### config.mk
export PLATFORM = sky130hd
export DESIGN_NAME = irq_ctrl
export DESIGN_NICKNAME = d
export VERILOG_FILES = /design/src/rtl/sl28_pkg.sv /design/src/rtl/irq_pulse_gen.sv /design/src/rtl/irq_ctrl.sv
export SDC_FILE = /design/constraint.sdc
export NUM_CORES = 1
export LEC_CHECK = 0
export ABC_CLOCK_PERIOD_IN_PS = 2000
export CAP_MARGIN = 20
export CORE_MARGIN = 2
export CORE_UTILIZATION = 50
export DETAILED_ROUTE_END_ITERATION = 6
export GPL_TIMING_DRIVEN = 0
export PLACE_DENSITY = 0.76
export SKIP_CTS_REPAIR_TIMING = 1
export SLEW_MARGIN = 30
export SYNTH_ARGS = -nofsm -noshare
export SYNTH_HDL_FRONTEND = slang
export SYNTH_SLANG_ARGS = --single-unit
### constraint.sdc
create_clock -name clk -period 2 [get_ports clk]
set_clock_uncertainty 0.1 [all_clocks]
set_input_delay 0.4 -clock clk [delete_from_list [all_inputs] [get_ports clk]]
set_output_delay 0.4 -clock clk [all_outputs]
set_load 0.05 [all_outputs]
### src/rtl/sl28_pkg.sv
// Shared definitions for the interrupt controller: CSR register offsets,
// pulse generator state encoding and a small elaboration-time helper.
package sl28_pkg;

    localparam logic [1:0] OFF_IE   = 2'd0;
    localparam logic [1:0] OFF_IP   = 2'd1;
    localparam logic [1:0] OFF_EDGE = 2'd2;
    localparam logic [1:0] OFF_POL  = 2'd3;

    typedef enum logic [1:0] {
        ST_IDLE    = 2'd0,
        ST_PULSE   = 2'd1,
        ST_HOLDOFF = 2'd2
    } pulse_state_t;

    function automatic int max_int(input int a, input int b);
        return (a > b) ? a : b;
    endfunction

endpackage

### src/rtl/irq_pulse_gen.sv
// Turns a trigger into a fixed-width irq pulse followed by a fixed low holdoff.
// Triggers arriving while busy can be remembered and replayed once idle again.
module irq_pulse_gen
    import sl28_pkg::*;
#(
    parameter int PULSE_CYCLES   = 4,
    parameter int HOLDOFF_CYCLES = 4,
    parameter bit MISSED_EN      = 1'b1
) (
    input  logic clk,
    input  logic rst,
    input  logic trigger,
    output logic irq
);

    localparam int CNT_W = $clog2(max_int(PULSE_CYCLES, HOLDOFF_CYCLES) + 1);
    localparam logic [CNT_W-1:0] PULSE_LOAD = CNT_W'(PULSE_CYCLES - 1);
    localparam logic [CNT_W-1:0] HOLD_LOAD  = CNT_W'(HOLDOFF_CYCLES - 1);
    localparam logic [CNT_W-1:0] CNT_ONE    = CNT_W'(1);

    pulse_state_t     state;
    pulse_state_t     state_next;
    logic [CNT_W-1:0] cnt;
    logic [CNT_W-1:0] cnt_next;
    logic             missed;
    logic             missed_next;

    always_ff @(posedge clk) begin
        if (rst) begin
            state  <= ST_IDLE;
            cnt    <= '0;
            missed <= 1'b0;
            irq    <= 1'b0;
        end else begin
            state  <= state_next;
            cnt    <= cnt_next;
            missed <= missed_next;
            irq    <= (state_next == ST_PULSE);
        end
    end

    // The counter holds the remaining cycles of the current phase minus one.
    always_comb begin
        state_next  = state;
        cnt_next    = cnt;
        missed_next = missed;
        case (state)
            ST_IDLE: begin
                if (trigger || missed) begin
                    state_next  = ST_PULSE;
                    cnt_next    = PULSE_LOAD;
                    missed_next = 1'b0;
                end
            end
            ST_PULSE: begin
                if (MISSED_EN && trigger) begin
                    missed_next = 1'b1;
                end
                if (cnt == '0) begin
                    state_next = ST_HOLDOFF;
                    cnt_next   = HOLD_LOAD;
                end else begin
                    cnt_next = cnt - CNT_ONE;
                end
            end
            ST_HOLDOFF: begin
                if (MISSED_EN && trigger) begin
                    missed_next = 1'b1;
                end
                if (cnt == '0) begin
                    state_next = ST_IDLE;
                end else begin
                    cnt_next = cnt - CNT_ONE;
                end
            end
            default: begin
                state_next  = ST_IDLE;
                cnt_next    = '0;
                missed_next = 1'b0;
            end
        endcase
    end

endmodule

### src/rtl/irq_ctrl.sv
// Interrupt controller: per-channel edge/level and polarity select, pending latch
// with write-1-to-clear, level output and pulsed irq. Macro IRQ_CTRL_RETRIGGER_EN
// makes a pending enabled interrupt re-pulse for as long as it stays unacknowledged.
module irq_ctrl
    import sl28_pkg::*;
#(
    parameter logic [4:0] BASE_ADDR      = 5'h1c,
    parameter int         NUM_INTS       = 8,
    parameter int         PULSE_CYCLES   = 4,
    parameter int         HOLDOFF_CYCLES = 4,
    parameter logic [7:0] DFL_EDGE       = 8'hff
) (
    input  logic                clk,
    input  logic                rst,
    input  logic [4:0]          csr_a,
    input  logic [7:0]          csr_di,
    input  logic                csr_we,
    output logic [7:0]          csr_do,
    input  logic [NUM_INTS-1:0] irqs_in,
    output logic                irq,
    output logic                irq_level
);

    localparam logic [4:0] ADDR_IE   = BASE_ADDR + {3'b000, OFF_IE};
    localparam logic [4:0] ADDR_IP   = BASE_ADDR + {3'b000, OFF_IP};
    localparam logic [4:0] ADDR_EDGE = BASE_ADDR + {3'b000, OFF_EDGE};
    localparam logic [4:0] ADDR_POL  = BASE_ADDR + {3'b000, OFF_POL};

    logic [NUM_INTS-1:0] ie;
    logic [NUM_INTS-1:0] ip;
    logic [NUM_INTS-1:0] edge_sel;
    logic [NUM_INTS-1:0] pol;
    logic [NUM_INTS-1:0] irqs_prev;
    logic [NUM_INTS-1:0] active_now;
    logic [NUM_INTS-1:0] active_prev;
    logic [NUM_INTS-1:0] edge_evt;
    logic [NUM_INTS-1:0] set_bits;
    logic [NUM_INTS-1:0] masked;
    logic [NUM_INTS-1:0] wdata;
    logic                sel_ie;
    logic                sel_ip;
    logic                sel_edge;
    logic                sel_pol;
    logic                trigger;

    function automatic logic [7:0] zext(input logic [NUM_INTS-1:0] v);
        logic [7:0] r;
        r = '0;
        r[NUM_INTS-1:0] = v;
        return r;
    endfunction

    assign sel_ie   = (csr_a == ADDR_IE);
    assign sel_ip   = (csr_a == ADDR_IP);
    assign sel_edge = (csr_a == ADDR_EDGE);
    assign sel_pol  = (csr_a == ADDR_POL);
    assign wdata    = csr_di[NUM_INTS-1:0];

    always_comb begin
        csr_do = ({8{sel_ie}}   & zext(ie))
               | ({8{sel_ip}}   & zext(ip))
               | ({8{sel_edge}} & zext(edge_sel))
               | ({8{sel_pol}}  & zext(pol));
    end

    // Both samples go through the current POL, so changing POL alone never looks like an edge.
    assign active_now  = irqs_in ^ pol;
    assign active_prev = irqs_prev ^ pol;
    assign edge_evt    = active_now & ~active_prev;
    assign set_bits    = (edge_sel & edge_evt) | (~edge_sel & active_now);
    assign masked      = ip & ie;
    assign irq_level   = |masked;

    always_ff @(posedge clk) begin
        if (rst) begin
            ie        <= '0;
            ip        <= '0;
            edge_sel  <= DFL_EDGE[NUM_INTS-1:0];
            pol       <= '0;
            irqs_prev <= irqs_in;
        end else begin
            irqs_prev <= irqs_in;
            if (csr_we && sel_ie) begin
                ie <= wdata;
            end
            if (csr_we && sel_edge) begin
                edge_sel <= wdata;
            end
            if (csr_we && sel_pol) begin
                pol <= wdata;
            end
            // A new set wins over a clear landing in the same cycle.
            if (csr_we && sel_ip) begin
                ip <= (ip & ~wdata) | set_bits;
            end else begin
                ip <= ip | set_bits;
            end
        end
    end

`ifdef IRQ_CTRL_RETRIGGER_EN
    localparam bit MISSED_EN = 1'b0;

    assign trigger = |masked;
`else
    localparam bit MISSED_EN = 1'b1;

    logic [NUM_INTS-1:0] masked_prev;

    always_ff @(posedge clk) begin
        if (rst) begin
            masked_prev <= '0;
        end else begin
            masked_prev <= masked;
        end
    end

    assign trigger = |(masked & ~masked_prev);
`endif

    irq_pulse_gen #(
        .PULSE_CYCLES  (PULSE_CYCLES),
        .HOLDOFF_CYCLES(HOLDOFF_CYCLES),
        .MISSED_EN     (MISSED_EN)
    ) u_pulse_gen (
        .clk    (clk),
        .rst    (rst),
        .trigger(trigger),
        .irq    (irq)
    );

endmodule

# After elaboration in Yosys (flattened, before gate mapping)

Index checks and enable logic that the tools add are counted.

Bits in registers: 55
Bits in latches: 0
Memory bits (writable): 0
Bits in read-only memories: 0
Bits of input ports: 24
Output and inout port bits: 10
Memories: 0

$add $sub $neg: 1
Multipliers: 0
Divide/modulo/power cells: 0
$lt $le $gt $ge: 0
Equality and inequality tests: 10
Shift operators: 0
Muxes and demuxes: 12
Bitwise gates (word level): 22
Reductions and logical operators: 12

Operator list:

| kind                  | count |
|---|---|
| $and A8 B8 Y8         | 10 |
| $or A8 B8 Y8          | 6 |
| $not A8 Y8            | 4 |
| $eq A5 B5 Y1 const B  | 4 |
| $reduce_or A8 Y1      | 2 |
| $xor A8 B8 Y8         | 2 |
| $mux W3               | 3 |
| $pmux W3 S3           | 1 |
| $mux W8               | 1 |
| $mux W2               | 3 |
| $pmux W2 S3           | 1 |
| $eq A2 B1 Y1 const B  | 2 |
| $logic_and A1 B1 Y1   | 4 |
| $ne A2 B1 Y1 const B  | 2 |
| $reduce_and A2 Y1     | 2 |
| $logic_not A3 Y1      | 1 |
| $sub A3 B1 Y3 const B | 1 |
| $eq A2 B2 Y1 const B  | 1 |
| $logic_not A2 Y1      | 1 |
| $mux W1               | 2 |
| $ne A2 B2 Y1 const B  | 1 |
| $pmux W1 S2           | 1 |
| $reduce_or A2 Y1      | 1 |
| $logic_or A1 B1 Y1    | 1 |

# Depth between registers and ports, before layout

Depth after elaboration: 7
Gate-level depth with buffers: 7

# Hierarchy

Synthesis repeated with hierarchy kept, for this count alone.

Cells, all modules: 327
Area total of the unflattened synthesis: 2,763.9 um2

By module, submodules not included:

| module        | instances | cells each | area an instance (um2) | seq. area each (um2) |
|---|---|---|---|---|
| irq_ctrl      | 1         | 278        | 2,312.2                | 960.9 |
| irq_pulse_gen | 1         | 49         | 451.7                  | 140.1 |

# Worst setup path after synthesis

No wires, ideal clock.

Path kind: in2out
Start: input csr_a[3]
End: output csr_do[1]
Arrival: 1.484 ns
Required time: 1.500 ns
Path slack: 0.016 ns
Stages: 5
Path buffers: 1
Cell sequence: nand2_1 nor3_2 buf_4 a22oi_1 nand2_1

Cells in the longest elaborated chain, start to end: 5

Ends and longest elaborated chain:

| element                          | RTL line                       | RTL |
|---|---|---|
| from (decl)                      | irq_ctrl.sv:15                 | `input logic [4:0] csr_a,` |
| $eq A5 B5 Y1 (on tied branches)  | irq_ctrl.sv:53, irq_ctrl.sv:54 |  |
| $and A8 B8 Y8 (on tied branches) | irq_ctrl.sv:60, irq_ctrl.sv:61 |  |
| $or A8 B8 Y8                     | irq_ctrl.sv:61                 | `\| ({8{sel_ip}} & zext(ip))` |
| $or A8 B8 Y8                     | irq_ctrl.sv:62                 | `\| ({8{sel_edge}} & zext(edge_sel))` |
| $or A8 B8 Y8 (*)                 | irq_ctrl.sv:63                 | `\| ({8{sel_pol}} & zext(pol));` |
| to (decl)                        | irq_ctrl.sv:18                 | `output logic [7:0] csr_do,` |

Every way passes the cells marked *; elsewhere a longest branch is shown, timed or not.

# Worst setup path after layout

Start: input csr_a[1]
End: output csr_do[3]

The elaborated chain is that of the path after synthesis.

==> results.md <==
- Core area: 4790 sq um
- Final Cell Area: 3230 sq um
- Area after DPL: 2900 sq um
- Critical setup path kind: primary input to output port
- PD cells: 650 nW/um^2
- Input/output buffers: 31
- Setup violations, final: 0
- Initial Utilization: 52.4%
- Clock transition at path regs: 90 ps
- Initial antenna violation count: 0
- Hold crit path type: flip-flop to flip-flop
- Worst Tran Pin Value: 508 ps
- Mean routed wirelength per cell: 14.9 microns
- CP max FO: 7
- Post-Route WL: 6430 microns
- Max-slew violations: 0
- Post-DP HPWL: 4200 microns
- Fillers: 397
- Post-Synthesis Cell Area: 2510 sq um
- CTS tree: built
- Largest cells by area after synthesis: dfxtp_1, nand2_1, a21oi_1
- Die footprint: 5600 sq um
- WHS: 380 ps
- Diode count: 0
- Number of synthesized flops with an enable pin: 0
- Net count after synthesis: 337
- Largest net degree at the start of global routing: 16
- Post-synth top area share: 43.9%
- DRC: 0
- Multi-input logic area: 1370 sq um
- Clk sinks: 55
- Ys flop type: dfxtp_1
- Ys Warns: 0
- Clock latency on the worst-skew pair: 300 ps
- Total global-route track usage: 22.5%
- Drt initial violations: 136
- First-pass GRT wire length: 9640 microns
- Leak: 1.35 nW
- DR vias/cell: 5.55
- Root buf cell: clkbuf_8
- Final worst path period need: 1980 ps
- Critical Path Max Stage Delay: 190 ps
- CP required: 1500 ps
- DRT Pass-1 Iters: 4
- Max-Cap Viols: 0
- CP Launch Type: primary input
- Register bit total from synthesis: 55
- Fmax: 0.505 GHz
- Worst IR Drop VDD: 0.478 mV
- H-tree Lvls: 2
- Vias in the first global route: 2054
- Post-synth top area cell: dfxtp_1
- Die Ht: 74.8 microns
- Routability cong.: 0.844
- Gr ovfl total: 0
- Status: finished, final reports clean
- Critical-path cell list: buf_6 -> nand2b_4 -> nor3_4 -> buf_6 -> buf_6 -> a22oi_1 -> nand2_1 -> buf_4
- Via Count: 2397
- Asr flop ratio synth: 0%
- Worst Setup End Kind: output port
- Post-Syn Instances: 307
- Final ANT Viol Nets: 0
- Synthesized area per cell: 8.17 sq um
- I/O pins: 34
- Maximum root-to-sink buffer count: 2
- Die Wd: 74.8 microns
- Seq/Total Area, Yosys: 43.9%
- Fin. Hold Viols: 0
- CTS Buf Count: 5
- P&R area growth vs syn: 28.8%
- Slew Limit Headroom: 66.0%
- Slowest cell on crit path: buf_4
- Final Core Density: 67.5%
- Total power: 0.00210 W
- Nets@finish: 395
- Seq. cell area: 1100 sq um
- Site Rows: 25
- Worst Path Arrival: 1480 ps
- Post-synthesis cell type count: 37
- Crit share post-route: 99.0%
- CP most frequent cell: buf_6
- Layout cells sized above 1: 18.1%
[per-layer routing]
metal,track usage [%],vias to the layer above,wire (microns)
met1,31.8,1109,2850
met4,5.95,0,63
li1,-,1183,-
met5,0,-,0
met2,36.0,99,3030
met3,3.88,6,484
[worst max-delay path, delay by kind of cell]
family                 cells  cell delay, ps
AO/OA/AOI/OAI              1              70
AND/OR/NAND/NOR            3             430
buffers and inverters      4             580
[cell usage after synthesis (4+ instances only)]
cell	count
o21ai_0	4
nor2_1	27
a21oi_1	35
nand2_1	63
clkbuf_1	5
inv_1	12
dfxtp_1	55
ha_1	6
nand3_1	24
xor2_1	4
a22oi_1	16
xnor2_1	4
nand2b_1	5
a221oi_1	4
nand3b_1	12
[cells in the final DEF (no fill, tap or decap), types with 5 or more instances in the layout]
master            n
a21oi_1          35
a22oi_1          11
a22oi_2           5
buf_4            16
buf_6            14
clkbuf_1          6
clkbuf_2          5
clkbuf_8          5
clkdlybuf4s50_1  17
dfxtp_1          55
ha_1              6
inv_1            12
nand2_1          61
nand3_1          24
nand3b_1         12
nor2_1           26
[sequential cells by signal, summed over array words and instances, names as in the netlist]
signal / count
u_pulse_gen.irq: 1
edge_sel: 8
u_pulse_gen.state: 2
irqs_prev: 8
pol: 8
ip: 8
u_pulse_gen.missed: 1
masked_prev: 8
u_pulse_gen.cnt: 3
ie: 8
[cells by family after synthesis]
logic type	Yosys count	synth area share [%]
buf+inv	23	4.19
simple gates	147	28.8
mux	2	0.798
xor+xnor	8	2.79
flops	55	43.9
fa+ha+maj	6	2.99
compound gates	66	16.6
[worst paths after layout]
path                                   start  cells after the start                              end  slack [ps]
max                                 csr_a[1]                      8                        csr_do[3]          20
max reg2reg  u_pulse_gen.state[0]$_SDFF_PP0_                      6  u_pulse_gen.cnt[0]$_SDFFE_PP0P_         200
min reg2reg               ie[3]$_SDFFE_PP0P_                      2               ie[3]$_SDFFE_PP0P_         380
min                       ie[3]$_SDFFE_PP0P_                      2               ie[3]$_SDFFE_PP0P_         380
[final cells by class]
cell class	count	area share, %
buffer	11	2.09
clock buffer	6	2.25
clock inverter	1	0.930
inverter	12	1.39
multi-input combinational	229	42.3
sequential	55	34.1
tap	67	2.59
timing repair buffer	51	14.4
[where the power goes]
part	internal, W	leakage, nW	switching [W]
Sequential	0.00112	0.449	0.0000223
Clock	0.000368	0.0513	0.000345
Combinational	0.000107	0.848	0.000134
[through the flow]
stage | instances | worst slack (ps) | setup TNS [ps]
3_5_place_dp | 405 | -1340 | -17920
6_report | 432 | 19.8 | 0
2_1_floorplan | 307 | 16.3 | 0
4_1_cts | 412 | -1340 | -11300
5_1_grt | 432 | -32.9 | -82.7
3_3_place_gp | 405 | -1330 | -17310
(Power assumes the default switching activity.)
